[config.mk]
export PLATFORM = sky130hd
export DESIGN_NAME = frog_bit_packer
export DESIGN_NICKNAME = d
export VERILOG_FILES = /design/src/rtl/frog_bit_packer.sv
export SDC_FILE = /design/constraint.sdc
export NUM_CORES = 1
export LEC_CHECK = 0
export CAP_MARGIN = 10
export CORE_MARGIN = 1.5
export CORE_UTILIZATION = 56
export DETAILED_ROUTE_END_ITERATION = 6
export GPL_ROUTABILITY_DRIVEN = 0
export PLACE_DENSITY = 0.9
export SYNTH_ARGS = -nofsm -noshare
export SYNTH_HDL_FRONTEND = slang
export SYNTH_SLANG_ARGS = --single-unit
export TNS_END_PERCENT = 10
[constraint.sdc]
create_clock -name clk -period 3.3 [get_ports clk]
set_input_delay 0.33 -clock clk [delete_from_list [all_inputs] [get_ports clk]]
set_output_delay 0.33 -clock clk [all_outputs]
set_load 0.05 [all_outputs]
[src/rtl/frog_bit_packer.sv]
// Serial-to-parallel packer: assembles W enabled bits into words, buffers them in a DEPTH-word FIFO.
// Define FROG_PACKER_VN_DEBIAS_EN to insert a von Neumann debiaser ahead of the assembly register.
module frog_bit_packer #(
    parameter int W         = 8,
    parameter int DEPTH     = 4,
    parameter bit MSB_FIRST = 1'b1
) (
    input  logic                         clk,
    input  logic                         rst_n,
    input  logic                         enable,
    input  logic                         bit_in,
    input  logic                         clear,
    output logic                         m_valid,
    input  logic                         m_ready,
    output logic [W-1:0]                 m_data,
    output logic [$clog2(DEPTH+1)-1:0]   level,
    output logic                         overflow,
    output logic [7:0]                   drop_cnt
);
    localparam int CW = (W > 1) ? $clog2(W) : 1;
    localparam int PW = $clog2(DEPTH);
    localparam int LW = $clog2(DEPTH+1);

    logic [W-1:0]  r_shift;
    logic [CW-1:0] r_cnt;
    logic [PW-1:0] r_wr_ptr;
    logic [PW-1:0] r_rd_ptr;
    logic [LW-1:0] r_level;
    logic          r_overflow;
    logic [7:0]    r_drop_cnt;
    logic [W-1:0]  r_mem [DEPTH];

    logic          w_bit_vld;
    logic          w_bit;
    logic          w_cap;
    logic          w_word_done;
    logic          w_full;
    logic          w_pop;
    logic          w_push;
    logic          w_drop;
    logic [W-1:0]  w_shift_next;

`ifdef FROG_PACKER_VN_DEBIAS_EN
    // Pair phase: first bit of a pair is parked in r_first, the second edge decides the output.
    logic r_phase;
    logic r_first;

    always_ff @(posedge clk or negedge rst_n) begin
        if (!rst_n) begin
            r_phase <= 1'b0;
            r_first <= 1'b0;
        end else if (clear) begin
            r_phase <= 1'b0;
            r_first <= 1'b0;
        end else if (enable) begin
            r_phase <= ~r_phase;
            if (!r_phase)
                r_first <= bit_in;
        end
    end

    assign w_bit_vld = enable && r_phase && (r_first != bit_in);
    assign w_bit     = r_first;
`else
    assign w_bit_vld = enable;
    assign w_bit     = bit_in;
`endif

    generate
        if (MSB_FIRST) begin : g_msb
            assign w_shift_next = {r_shift[W-2:0], w_bit};
        end else begin : g_lsb
            assign w_shift_next = {w_bit, r_shift[W-1:1]};
        end
    endgenerate

    assign w_cap       = w_bit_vld && !clear;
    assign w_word_done = w_cap && (r_cnt == CW'(W-1));
    assign w_full      = (r_level == LW'(DEPTH));
    assign w_pop       = m_valid && m_ready && !clear;
    // A pop on the same edge frees the slot, so a full FIFO can still accept the word.
    assign w_push      = w_word_done && (!w_full || w_pop);
    assign w_drop      = w_word_done && w_full && !w_pop;

    always_ff @(posedge clk or negedge rst_n) begin
        if (!rst_n) begin
            r_shift    <= '0;
            r_cnt      <= '0;
            r_wr_ptr   <= '0;
            r_rd_ptr   <= '0;
            r_level    <= '0;
            r_overflow <= 1'b0;
            r_drop_cnt <= '0;
        end else if (clear) begin
            r_shift    <= '0;
            r_cnt      <= '0;
            r_wr_ptr   <= '0;
            r_rd_ptr   <= '0;
            r_level    <= '0;
            r_overflow <= 1'b0;
            r_drop_cnt <= '0;
        end else begin
            if (w_cap) begin
                r_shift <= w_shift_next;
                r_cnt   <= w_word_done ? '0 : r_cnt + CW'(1);
            end
            if (w_push)
                r_wr_ptr <= r_wr_ptr + PW'(1);
            if (w_pop)
                r_rd_ptr <= r_rd_ptr + PW'(1);
            if (w_push && !w_pop)
                r_level <= r_level + LW'(1);
            else if (!w_push && w_pop)
                r_level <= r_level - LW'(1);
            if (w_drop) begin
                r_overflow <= 1'b1;
                if (r_drop_cnt != 8'hFF)
                    r_drop_cnt <= r_drop_cnt + 8'd1;
            end
        end
    end

    always_ff @(posedge clk) begin
        if (w_push)
            r_mem[r_wr_ptr] <= w_shift_next;
    end

    assign m_valid  = (r_level != '0);
    assign m_data   = m_valid ? r_mem[r_rd_ptr] : '0;
    assign level    = r_level;
    assign overflow = r_overflow;
    assign drop_cnt = r_drop_cnt;

endmodule

==> impl_metrics.yaml <==
route:
  drt-total-wl_um: 4624
  drtAntennaViolNets: 0
  wl_per_cell_um: 16.46
  drc_errors: 0
  drt_first_pass_iters: 5
  drtIter0Drc: 154
  vias: 1646
  vias_per_cell: 5.858
synth:
  syn_area_um2: 2597
  synth_area_leader_cell: "edfxtp_1"
  synth_cell_type_count: 37
  synth_edf_count: 32
  yosysWarningCount: 0
  synth-seq-area-share_pct: 62.04
  synth.avg_cell_area_um2: 13.74
  synthArstFlopShare_pct: 44.83
  synth_top_area_share_pct: 36.99
  synth_area_leaders: "edfxtp_1 (37%), dfrtp_1 (25%), mux4_2 (6.9%)"
  synth_common_cells: "edfxtp_1 (32), dfrtp_1 (26), nor2_1 (18), nor2b_1 (12), a21oi_1 (11)"
  synth_seq_cells: 58
  synth_nets: 203
  synth_ff_type: "edfxtp_1"
  yosys.cell_count.top_type: "edfxtp_1"
  syn_inst: 189
cts:
  cts_buffers: 9
  path_clk_slew_ps: 70
  root_buffer: "clkbuf_8"
  clk_latency_ps: 340
  cts_tree: "done"
  cts.sinks: 58
  clockBufferDepth: 2
  ctsHoldBuffers: 0
  cts_setup_buffers: 0
  htree_levels: 3
  post_cts_resize_count: 0
global_route:
  antenna_found_initial: 0
  grt_pass1_vias: 1663
  grt.busiest_layer: "met2"
  grt_usage_pct: 21.05
  grt_pass1_wl_um: 7810
  grt.met1_usage_pct: 26.62
  overflow: 0
  met2_usage_pct: 33.54
  grt_max_degree: 29
  grtUsageMet3_pct: 5.556
sta:
  fin_crit_ps: 2801
  setup_slack_ps: 499.0
  hold_viol: 0
  finalSetupViolations: 0
  worst_pin_slew_ps: 796.6
  rsz0062_at_grt: "false"
  maxSlewHeadroom_pct: 46.44
  period_share_pct: 84.88
  whs_ps: 351.1
  slew_violations: 0
  finClkSkew_ps: 7.662
  fmax_mhz: 357.0
  final.setup.tns_ps: 0
finish:
  stdcell_count: 281
  stdcell_area_um2: 3159
  fill_cells: 283
  drive_gt1_share_pct: 15.72
  syn_to_final_growth_pct: 21.63
  multi_input_area_um2: 928.4
  seq_area_um2: 1612
  diodes: 0
  fin_util_pct: 71.57
  nNetsFinal: 238
setup_path:
  crit_type: "register to output port"
  crit_start: "r_rd_ptr[0]"
  cp.required_ps: 2970
  endpoint: "m_data[1]"
  endpoint_kind: "output port"
  r2r-end: "level[2]"
  timing.rr.start: "r_cnt[0]"
  start_kind: "register"
  ff2ff_setup_slack_ps: 820
  reg2reg_depth: 9
  critPathMaxFanout: 9
  arrival_ps: 2470
die:
  design.core.area_um2: 4414
  fp.dieW_um: 71.11
  die_area_um2: 5056
  row_count: 24
  die_y_um: 71.11
  initial_core_util_pct: 58.84
  num_io_pins: 27
pwr:
  ir_worst_vdd_v: 0.0004770
  powerDensity_nw_per_um2: 757.7
  leakage_nw: 1.220
  p_total_mw: 2.394
placed_design:
  dpl_cell_area_um2: 2933
  numPortBuffers: 26
  dp.cells: 265
  pre_cts_ws_ps: 612.4
  dpl.hpwl_um: 3146
run_status:
  outcome: "finished clean"
hold_path:
  min_path_type: "primary input to async pin"
job:
  drv_cap: 0
[sequential cells by signal (all words and copies together), names as in the netlist]
register / flops
r_wr_ptr: 2
level: 3
r_shift: 7
r_rd_ptr: 2
r_cnt: 3
drop_cnt: 8
overflow: 1
r_mem: 32
[worst min path at each step]
stage / endpoint / start
6_report: drop_cnt[5] / rst_n
5_1_grt: r_shift[3] / rst_n
4_1_cts: r_shift[3] / rst_n
3_5_place_dp: overflow / overflow
3_3_place_gp: r_mem[3][7] / r_shift[6]
2_1_floorplan: drop_cnt[0] / rst_n
[where the power goes]
group	leakage [nW]	total [mW]	switching, mW	internal [mW]
Sequential	0.659	0.859	0.0739	0.786
Clock	0.110	0.731	0.301	0.431
Combinational	0.451	0.803	0.490	0.313
[cell usage in the layout, fill, tap and decap left out, drive strengths merged, types with 4 or more instances in the layout]
| master | netlist | routed |
|---|---|---|
| clkbuf | 3 | 9 |
| mux2i | 9 | 9 |
| and2 | 6 | 6 |
| buf | 4 | 5 |
| inv | 8 | 9 |
| clkdlybuf4s50 | 0 | 26 |
| mux4 | 8 | 8 |
| nor2b | 12 | 12 |
| dfrtp | 26 | 26 |
| nor2 | 18 | 18 |
| or3 | 5 | 5 |
| ha | 7 | 7 |
| a21oi | 11 | 11 |
| o21ai | 7 | 7 |
| edfxtp | 32 | 32 |
| o31ai | 4 | 4 |
[cells by family after synthesis]
group | count (synthesis) | synth area share [%]
AOI/OAI and AO/OA | 30 | 7.129
DFF | 58 | 62.04
and+or+nand+nor | 58 | 12.96
adders and majority gates | 8 | 4.142
xor gates and xnor gates | 2 | 0.6745
buffers and inverters | 15 | 2.216
muxes | 18 | 10.84
[routing by layer]
layer | vias up | wire length (µm) | share of wire, %
met3 | 9 | 238 | 5.1
li1 | 771 | - | -
met1 | 821 | 1919 | 42
met4 | 0 | 83 | 1.8
met2 | 45 | 2382 | 52
met5 | - | 0 | 0
[final cells by class]
class | count | share of cell area [%]
repair buffers | 31 | 9.426
clock inverters | 7 | 3.248
well taps | 52 | 2.059
multi-input cells | 116 | 29.39
clock buffers | 9 | 3.921
flip-flops and latches | 58 | 51.01
inverters | 8 | 0.9505
[critical path, cell delays in order, from the launching register on]
cell and delay, ps:
dfrtp_1 690, mux4_2 560, nor2b_1 160, clkdlybuf4s50_1 720
Power figures use the tool's default switching activity.
